===== config.mk =====
export PLATFORM = sky130hd
export DESIGN_NAME = pm_perf_monitor
export DESIGN_NICKNAME = d
export VERILOG_FILES = /design/src/rtl/pm_perf_pkg.sv /design/src/rtl/pm_sat_counter.sv /design/src/rtl/pm_perf_monitor.sv
export SDC_FILE = /design/constraint.sdc
export NUM_CORES = 2
export LEC_CHECK = 0
export ABC_AREA = 1
export CORE_MARGIN = 1.5
export CORE_UTILIZATION = 50
export DETAILED_ROUTE_END_ITERATION = 10
export PLACE_DENSITY = 0.73
export SYNTH_ARGS = -nofsm -noshare
export SYNTH_HDL_FRONTEND = slang
export SYNTH_SLANG_ARGS = --single-unit
export TNS_END_PERCENT = 5

===== constraint.sdc =====
create_clock -name clk -period 11.3 [get_ports clk]
set_clock_uncertainty 0.05 [all_clocks]
set_input_delay 1.13 -clock clk [delete_from_list [all_inputs] [get_ports clk]]
set_output_delay 1.13 -clock clk [all_outputs]
set_load 0.03 [all_outputs]

===== src/rtl/pm_perf_pkg.sv =====
// Shared types for the power-management performance monitor.
package pm_perf_pkg;

  typedef enum logic [1:0] {
    PmActive = 2'b00,
    PmIdle   = 2'b01,
    PmSleep  = 2'b10,
    PmOff    = 2'b11
  } pm_state_e;

  typedef enum logic [2:0] {
    SelActCyc     = 3'd0,
    SelIdleCyc    = 3'd1,
    SelSleepCyc   = 3'd2,
    SelOffCyc     = 3'd3,
    SelSleepEntry = 3'd4,
    SelWake       = 3'd5
  } cnt_sel_e;

  localparam int unsigned NUM_CNT = 6;

endpackage


===== src/rtl/pm_sat_counter.sv =====
// Single event counter with selectable saturate/wrap arithmetic and a sticky overflow flag.
module pm_sat_counter #(
  parameter int unsigned CW  = 32,
  parameter bit          SAT = 1'b1
) (
  input  logic          clk,
  input  logic          rst_n,
  input  logic          clr,
  input  logic          inc,
  output logic [CW-1:0] cnt,
  output logic          ovf
);

  logic [CW-1:0] cnt_d, cnt_q;
  logic          ovf_d, ovf_q;

  always_comb begin
    cnt_d = cnt_q;
    ovf_d = ovf_q;
    if (clr) begin
      cnt_d = '0;
      ovf_d = 1'b0;
    end else if (inc) begin
      if (&cnt_q) begin
        // Increment blocked (saturate) or wrapping: either way the event was lost.
        ovf_d = 1'b1;
        cnt_d = SAT ? cnt_q : '0;
      end else begin
        cnt_d = cnt_q + CW'(1);
      end
    end
  end

  always_ff @(posedge clk) begin
    if (!rst_n) begin
      cnt_q <= '0;
      ovf_q <= 1'b0;
    end else begin
      cnt_q <= cnt_d;
      ovf_q <= ovf_d;
    end
  end

  assign cnt = cnt_q;
  assign ovf = ovf_q;

endmodule


===== src/rtl/pm_perf_monitor.sv =====
// Per-peripheral residency / transition counters with an atomic snapshot bank and read port.
module pm_perf_monitor
  import pm_perf_pkg::*;
#(
  parameter int unsigned  N   = 4,
  parameter int unsigned  CW  = 32,
  parameter bit           SAT = 1'b1,
  localparam int unsigned PW  = (N > 1) ? $clog2(N) : 1
) (
  input  logic           clk,
  input  logic           rst_n,
  input  logic [2*N-1:0] state,
  input  logic           en,
  input  logic           clr,
  input  logic           snap,
  input  logic           rd_en,
  input  logic [PW-1:0]  rd_peri,
  input  logic [2:0]     rd_sel,
  output logic [CW-1:0]  rd_data,
  output logic           rd_ovf,
  output logic           rd_valid,
  output logic           rd_err,
  output logic           ovf_any
);

  logic [CW-1:0] live_cnt [N][NUM_CNT];
  logic          live_ovf [N][NUM_CNT];
  logic [CW-1:0] sh_cnt_q [N][NUM_CNT];
  logic          sh_ovf_q [N][NUM_CNT];
  pm_state_e     prev_q   [N];

  logic [CW-1:0] rd_data_d, rd_data_q;
  logic          rd_ovf_d, rd_ovf_q;
  logic          rd_hit;
  logic          rd_valid_q, rd_err_q;
  logic          ovf_any_d, ovf_any_q;

  for (genvar i = 0; i < N; i++) begin : g_peri
    pm_state_e            cur;
    logic [NUM_CNT-1:0]   inc;

    assign cur = pm_state_e'(state[2*i +: 2]);

    always_comb begin
      inc = '0;
      if (en) begin
        inc[cur]           = 1'b1;
        inc[SelSleepEntry] = (cur == PmSleep) && (prev_q[i] != PmSleep);
        inc[SelWake]       = (cur == PmActive) &&
                             ((prev_q[i] == PmSleep) || (prev_q[i] == PmOff));
      end
    end

    for (genvar c = 0; c < NUM_CNT; c++) begin : g_cnt
      pm_sat_counter #(
        .CW  (CW),
        .SAT (SAT)
      ) u_cnt (
        .clk   (clk),
        .rst_n (rst_n),
        .clr   (clr),
        .inc   (inc[c]),
        .cnt   (live_cnt[i][c]),
        .ovf   (live_ovf[i][c])
      );
    end
  end

  always_comb begin
    ovf_any_d = 1'b0;
    for (int unsigned i = 0; i < N; i++) begin
      for (int unsigned c = 0; c < NUM_CNT; c++) begin
        ovf_any_d = ovf_any_d | live_ovf[i][c];
      end
    end
  end

  // Out-of-range requests still get a response, flagged as an error with zero data.
  always_comb begin
    rd_hit    = (32'(rd_peri) < N) && (rd_sel < 3'(NUM_CNT));
    rd_data_d = '0;
    rd_ovf_d  = 1'b0;
    if (rd_hit) begin
      rd_data_d = sh_cnt_q[rd_peri][rd_sel];
      rd_ovf_d  = sh_ovf_q[rd_peri][rd_sel];
    end
  end

  always_ff @(posedge clk) begin
    if (!rst_n) begin
      for (int unsigned i = 0; i < N; i++) begin
        prev_q[i] <= PmActive;
        for (int unsigned c = 0; c < NUM_CNT; c++) begin
          sh_cnt_q[i][c] <= '0;
          sh_ovf_q[i][c] <= 1'b0;
        end
      end
      rd_data_q  <= '0;
      rd_ovf_q   <= 1'b0;
      rd_valid_q <= 1'b0;
      rd_err_q   <= 1'b0;
      ovf_any_q  <= 1'b0;
    end else begin
      // Tracked even while disabled so re-enabling never sees a stale transition.
      for (int unsigned i = 0; i < N; i++) begin
        prev_q[i] <= pm_state_e'(state[2*i +: 2]);
      end
      if (snap) begin
        for (int unsigned i = 0; i < N; i++) begin
          for (int unsigned c = 0; c < NUM_CNT; c++) begin
            sh_cnt_q[i][c] <= live_cnt[i][c];
            sh_ovf_q[i][c] <= live_ovf[i][c];
          end
        end
      end
      rd_valid_q <= rd_en;
      if (rd_en) begin
        rd_data_q <= rd_data_d;
        rd_ovf_q  <= rd_ovf_d;
        rd_err_q  <= !rd_hit;
      end
      ovf_any_q <= ovf_any_d;
    end
  end

  assign rd_data  = rd_data_q;
  assign rd_ovf   = rd_ovf_q;
  assign rd_valid = rd_valid_q;
  assign rd_err   = rd_err_q;
  assign ovf_any  = ovf_any_q;

endmodule


==> reports/results.tsv <==
stage	metric	value	unit
sta	Fin Setup TNS	0	ns
routing	Routed WL per cell	19.2	µm
synthesis	Netlist cell types	43	
floorplanning	core box area	174000	µm²
critical_path	crit path buf inv count	5	
sta	hold slack	0.414	ns
cts	Root Buffer	clkbuf_16	
floorplanning	Initial Utilization	50.3	%
cts	Clock Path Buffers	3	
min_path	WHS Path Cells	2	
cts	hold_buf cts	0	
min_path	type of the most critical hold path	flop to flop	
min_path	Hold Crit Start	rd_data[26]$_SDFFE_PN0P_	
sta	Setup violations, final	0	
critical_path	kind of critical path	primary input to flop	
routing	drc violations	0	
critical_path	worst path arrival time	5.92	ns
place	DP Wirelength	203000	µm
critical_path	crit end category	flop	
floorplanning	Die Area	177000	µm²
sta	Rel. slew slack	12.4	%
sta	final hold violation count	0	
critical_path	crit start category	primary input	
synthesis	Syn Nets	12526	
global_route	Tot GR Track Use	31.0	%
sta	f_max	190	MHz
synthesis	area share of xor/xnor cells in the synthesized design	3.42	%
floorplanning	Die Ht	421	µm
synthesis	sequential area share after synthesis	46.3	%
global_route	vias in the first global route	73624	
floorplanning	I/O Pins	55	
cts	TritonCTS buffer count	176	
sta	final worst slack	6.04	ns
synthesis	Post-Synth Simple-Gate Area	36.4	%
floorplanning	Site Rows	153	
critical_path	WP data required	11.96	ns
critical_path	CP Cell Sequence	clkdlybuf4s50_1 > inv_2 > nor2_4 > buf_12 > inv_8 > buf_12 > a21oi_1	
routing	Post-DRT Antenna Nets	0	
synthesis	cells after synthesis	12483	
power	cell-internal power	9.79	mW
place	Port Buffers	54	
critical_path	CP Depth	7	
critical_path	Reg2Reg Launch Point	g_peri[2].g_cnt[2].u_cnt.cnt[1]$_SDFFE_PP0P_	
synthesis	Mapped Area	87400	µm²
critical_path	CP max-delay cell	clkdlybuf4s50_1	
global_route	initial antenna violation count	4	
global_route	first-pass GRT wire length	431000	µm
synthesis	post-synthesis mux area share	0	%
layout	Area growth syn-to-layout	8.50	%
routing	drt via density	5.44	
cts	CTS tree	done	
critical_path	Critical Path Start	rst_n	
power	LEAKAGE	33.2	nW
power	Net Sw Frac	24.5	%
global_route	largest net degree at the start of global routing	203	
critical_path	CP max stage delay	0.82	ns
power	Sw Pwr	3.17	mW
cts	post_cts resized	0	
synthesis	Syn Area/Cell	7.00	µm²
place	Place WS	5.70	ns
sta	Min Clock Period, post-route	5.26	ns
synthesis	YS warnings	0	
critical_path	CP Max Fanout	176	
power	Clk pwr share	45.4	%
layout	ratio of cells with drive above 1 in the final layout	3.79	%
synthesis	Synth Area in Compound Gates	4.68	%
sta	RSZ-0062 raised after global routing	false	
cts	htree depth	4	
power	combinational power share	5.6	%
routing	Detailed Routing Iterations Pass 1	6	
layout	Final Cell Area	94900	µm²
power	maximum vdd ir drop	0.111	mV
sta	final clock period utilization by the worst path	46.5	%
critical_path	cell mode on critical path	buf_12	
routing	initial DRC count	9802	
cts	CTS Sinks	1628	
synthesis	largest family of logic cells by synthesized area	simple AND/OR/NAND/NOR gates	
power	pwr/cell area	137	nW/µm²
cts	later-pin clock latency in the skew report	0.83	ns
critical_path	CP top delay family	buffers and inverters	
cts	Reg clk slew, reported paths	0.06	ns
routing	Routed WL	283000	µm
critical_path	FF-to-FF path depth	11	
layout	Layout Nets	12341	
synthesis	Post-Synth Adder-Cell Area	0.343	%
routing	via count	80388	
run	Max Cap Viol	0	
sta	Worst Tran Pin Value	1.31	ns
cts	setup bufs post-CTS	0	
synthesis	register bit total from synthesis	1628	
floorplanning	die width	421	µm
outcome	status	finished clean	
sta	fin. max-slew vios	0	
global_route	gr ovfl total	0	
place	Placement Cell Area	89100	µm²
power	sequential power share	49.0	%
place	Final GP Congestion	0.976	
layer usage:
metal / GRT usage [%] / share of wire, % / routed length, µm
met4: 15.6 / 5.5 / 15500
met3: 4.11 / 7.9 / 22400
met2: 47.4 / 44 / 125000
met1: 43.1 / 43 / 121000
met5: 0 / 0.0046 / 13
power groups by stage:
| stage | combinational [mW] | clock [mW] | sequential (mW) |
|---|---|---|---|
| global route | 0.770 | 6.17 | 6.35 |
| floorplan | 0.435 | 0 | 6.48 |
| global placement | 0.709 | 0 | 6.47 |
| CTS | 0.715 | 5.94 | 6.34 |
| finish | 0.725 | 5.89 | 6.34 |
| detailed placement | 0.713 | 0 | 6.47 |
cell usage after synthesis (all sizes together):
cell type	number	area share (%)
ha	24	0.34
o31ai	1	0.0086
buf	209	1.5
clkinv	7	0.030
or2	2	0.014
nor3b	11	0.11
nand3	974	5.6
nand4	115	0.82
nand3b	10	0.086
dfxtp	836	19
nor3	266	1.7
a21boi	3	0.056
a21oi	629	3.6
o21a	1	0.0086
o21bai	2	0.017
and2	4	0.029
clkbuf	251	1.1
nand2	4173	18
o21ai	167	0.96
xor2	341	3.4
inv	1438	6.2
nor4	12	0.086
a211oi	1	0.0086
and3	6	0.043
nor2	2208	9.7
edfxtp	792	27
kinds of logic (layout without fill, tap and decap cells):
logic type      after synthesis  count (layout)
simple gates               7781            7781
other cells                   0               2
fa+ha+maj                    24              24
xor+xnor                    341             341
buf+inv                    1905            1874
flops                      1628            1628
compound gates              804             804
stage by stage:
step | util, % | power [mW] | instances
after global routing | 54.6 | 13.3 | 14778
after global placement | 51.2 | 7.18 | 14445
after detailed placement | 51.2 | 7.18 | 14445
after CTS | 54.6 | 13.0 | 14777
after floorplan | - | 6.91 | 12483
final | 54.6 | 13.0 | 14779
sequential cells by signal, indices dropped and copies added, names as in the netlist:
register and flops:
rd_ovf 1, ovf_any 1, prev_q 8, rd_valid 1
g_peri.g_cnt.u_cnt.cnt 768, rd_err 1, sh_ovf_q 24, sh_cnt_q 768
rd_data 32, g_peri.g_cnt.u_cnt.ovf 24
path summary, 6_finish.rpt:
path	endpoint	slack [ns]
worst min-delay path	rd_data[26]$_SDFFE_PN0P_	0.41
worst max register to register	g_peri[2].g_cnt[2].u_cnt.cnt[2]$_SDFFE_PP0P_	7.87
worst max-delay path	g_peri[2].g_cnt[5].u_cnt.cnt[20]$_SDFFE_PP0P_	6.04
worst min register to register	rd_data[26]$_SDFFE_PN0P_	0.41
area by class of cell:
type                    instances  area [µm²]
fillers                     16925       79000
flip-flops and latches       1628       40500
multi-input cells            8950       39200
inverters                    1445        5450
clock buffers                 238        4830
well taps                    2325        2910
repair buffers                 97         967
clock inverters                94         956
diodes                          2        5.00
tightest hold or removal path, delay by kind of cell (launching register included):
family	cells	cell delay, ns
simple gates	1	0.06
compound gates	1	0.05
flops	1	0.31
layout by cell type (no fill, tap or decap), types with 9 or more instances in the layout:
cell type        Yosys  final
clkdlybuf4s50_1      0     51
buf_4               35     36
nor2_4              19     20
clkinvlp_4           0     11
inv_1             1415   1415
xor2_1             341    341
ha_1                24     24
edfxtp_1           792    792
a21oi_1            625    622
nand2_2             27     27
nand4_1            115    115
dfxtp_1            836    836
clkbuf_1           251     48
nor2_2              34     33
clkinv_2             0     29
o21ai_1              9      9
nand3b_1            10     10
nor4_1              12     12
inv_2               21     18
o21ai_0            158    158
nand2_4             20     21
bufinv_16            0     15
nor3_1             243    243
nor2_1            2155   2155
clkbuf_16            0    181
clkinv_1             7     33
nand2_1           4126   4125
nor3_2              19     19
nand3_1            968    968
clkbuf_8             0      9
Power figures use the tool's default switching activity.
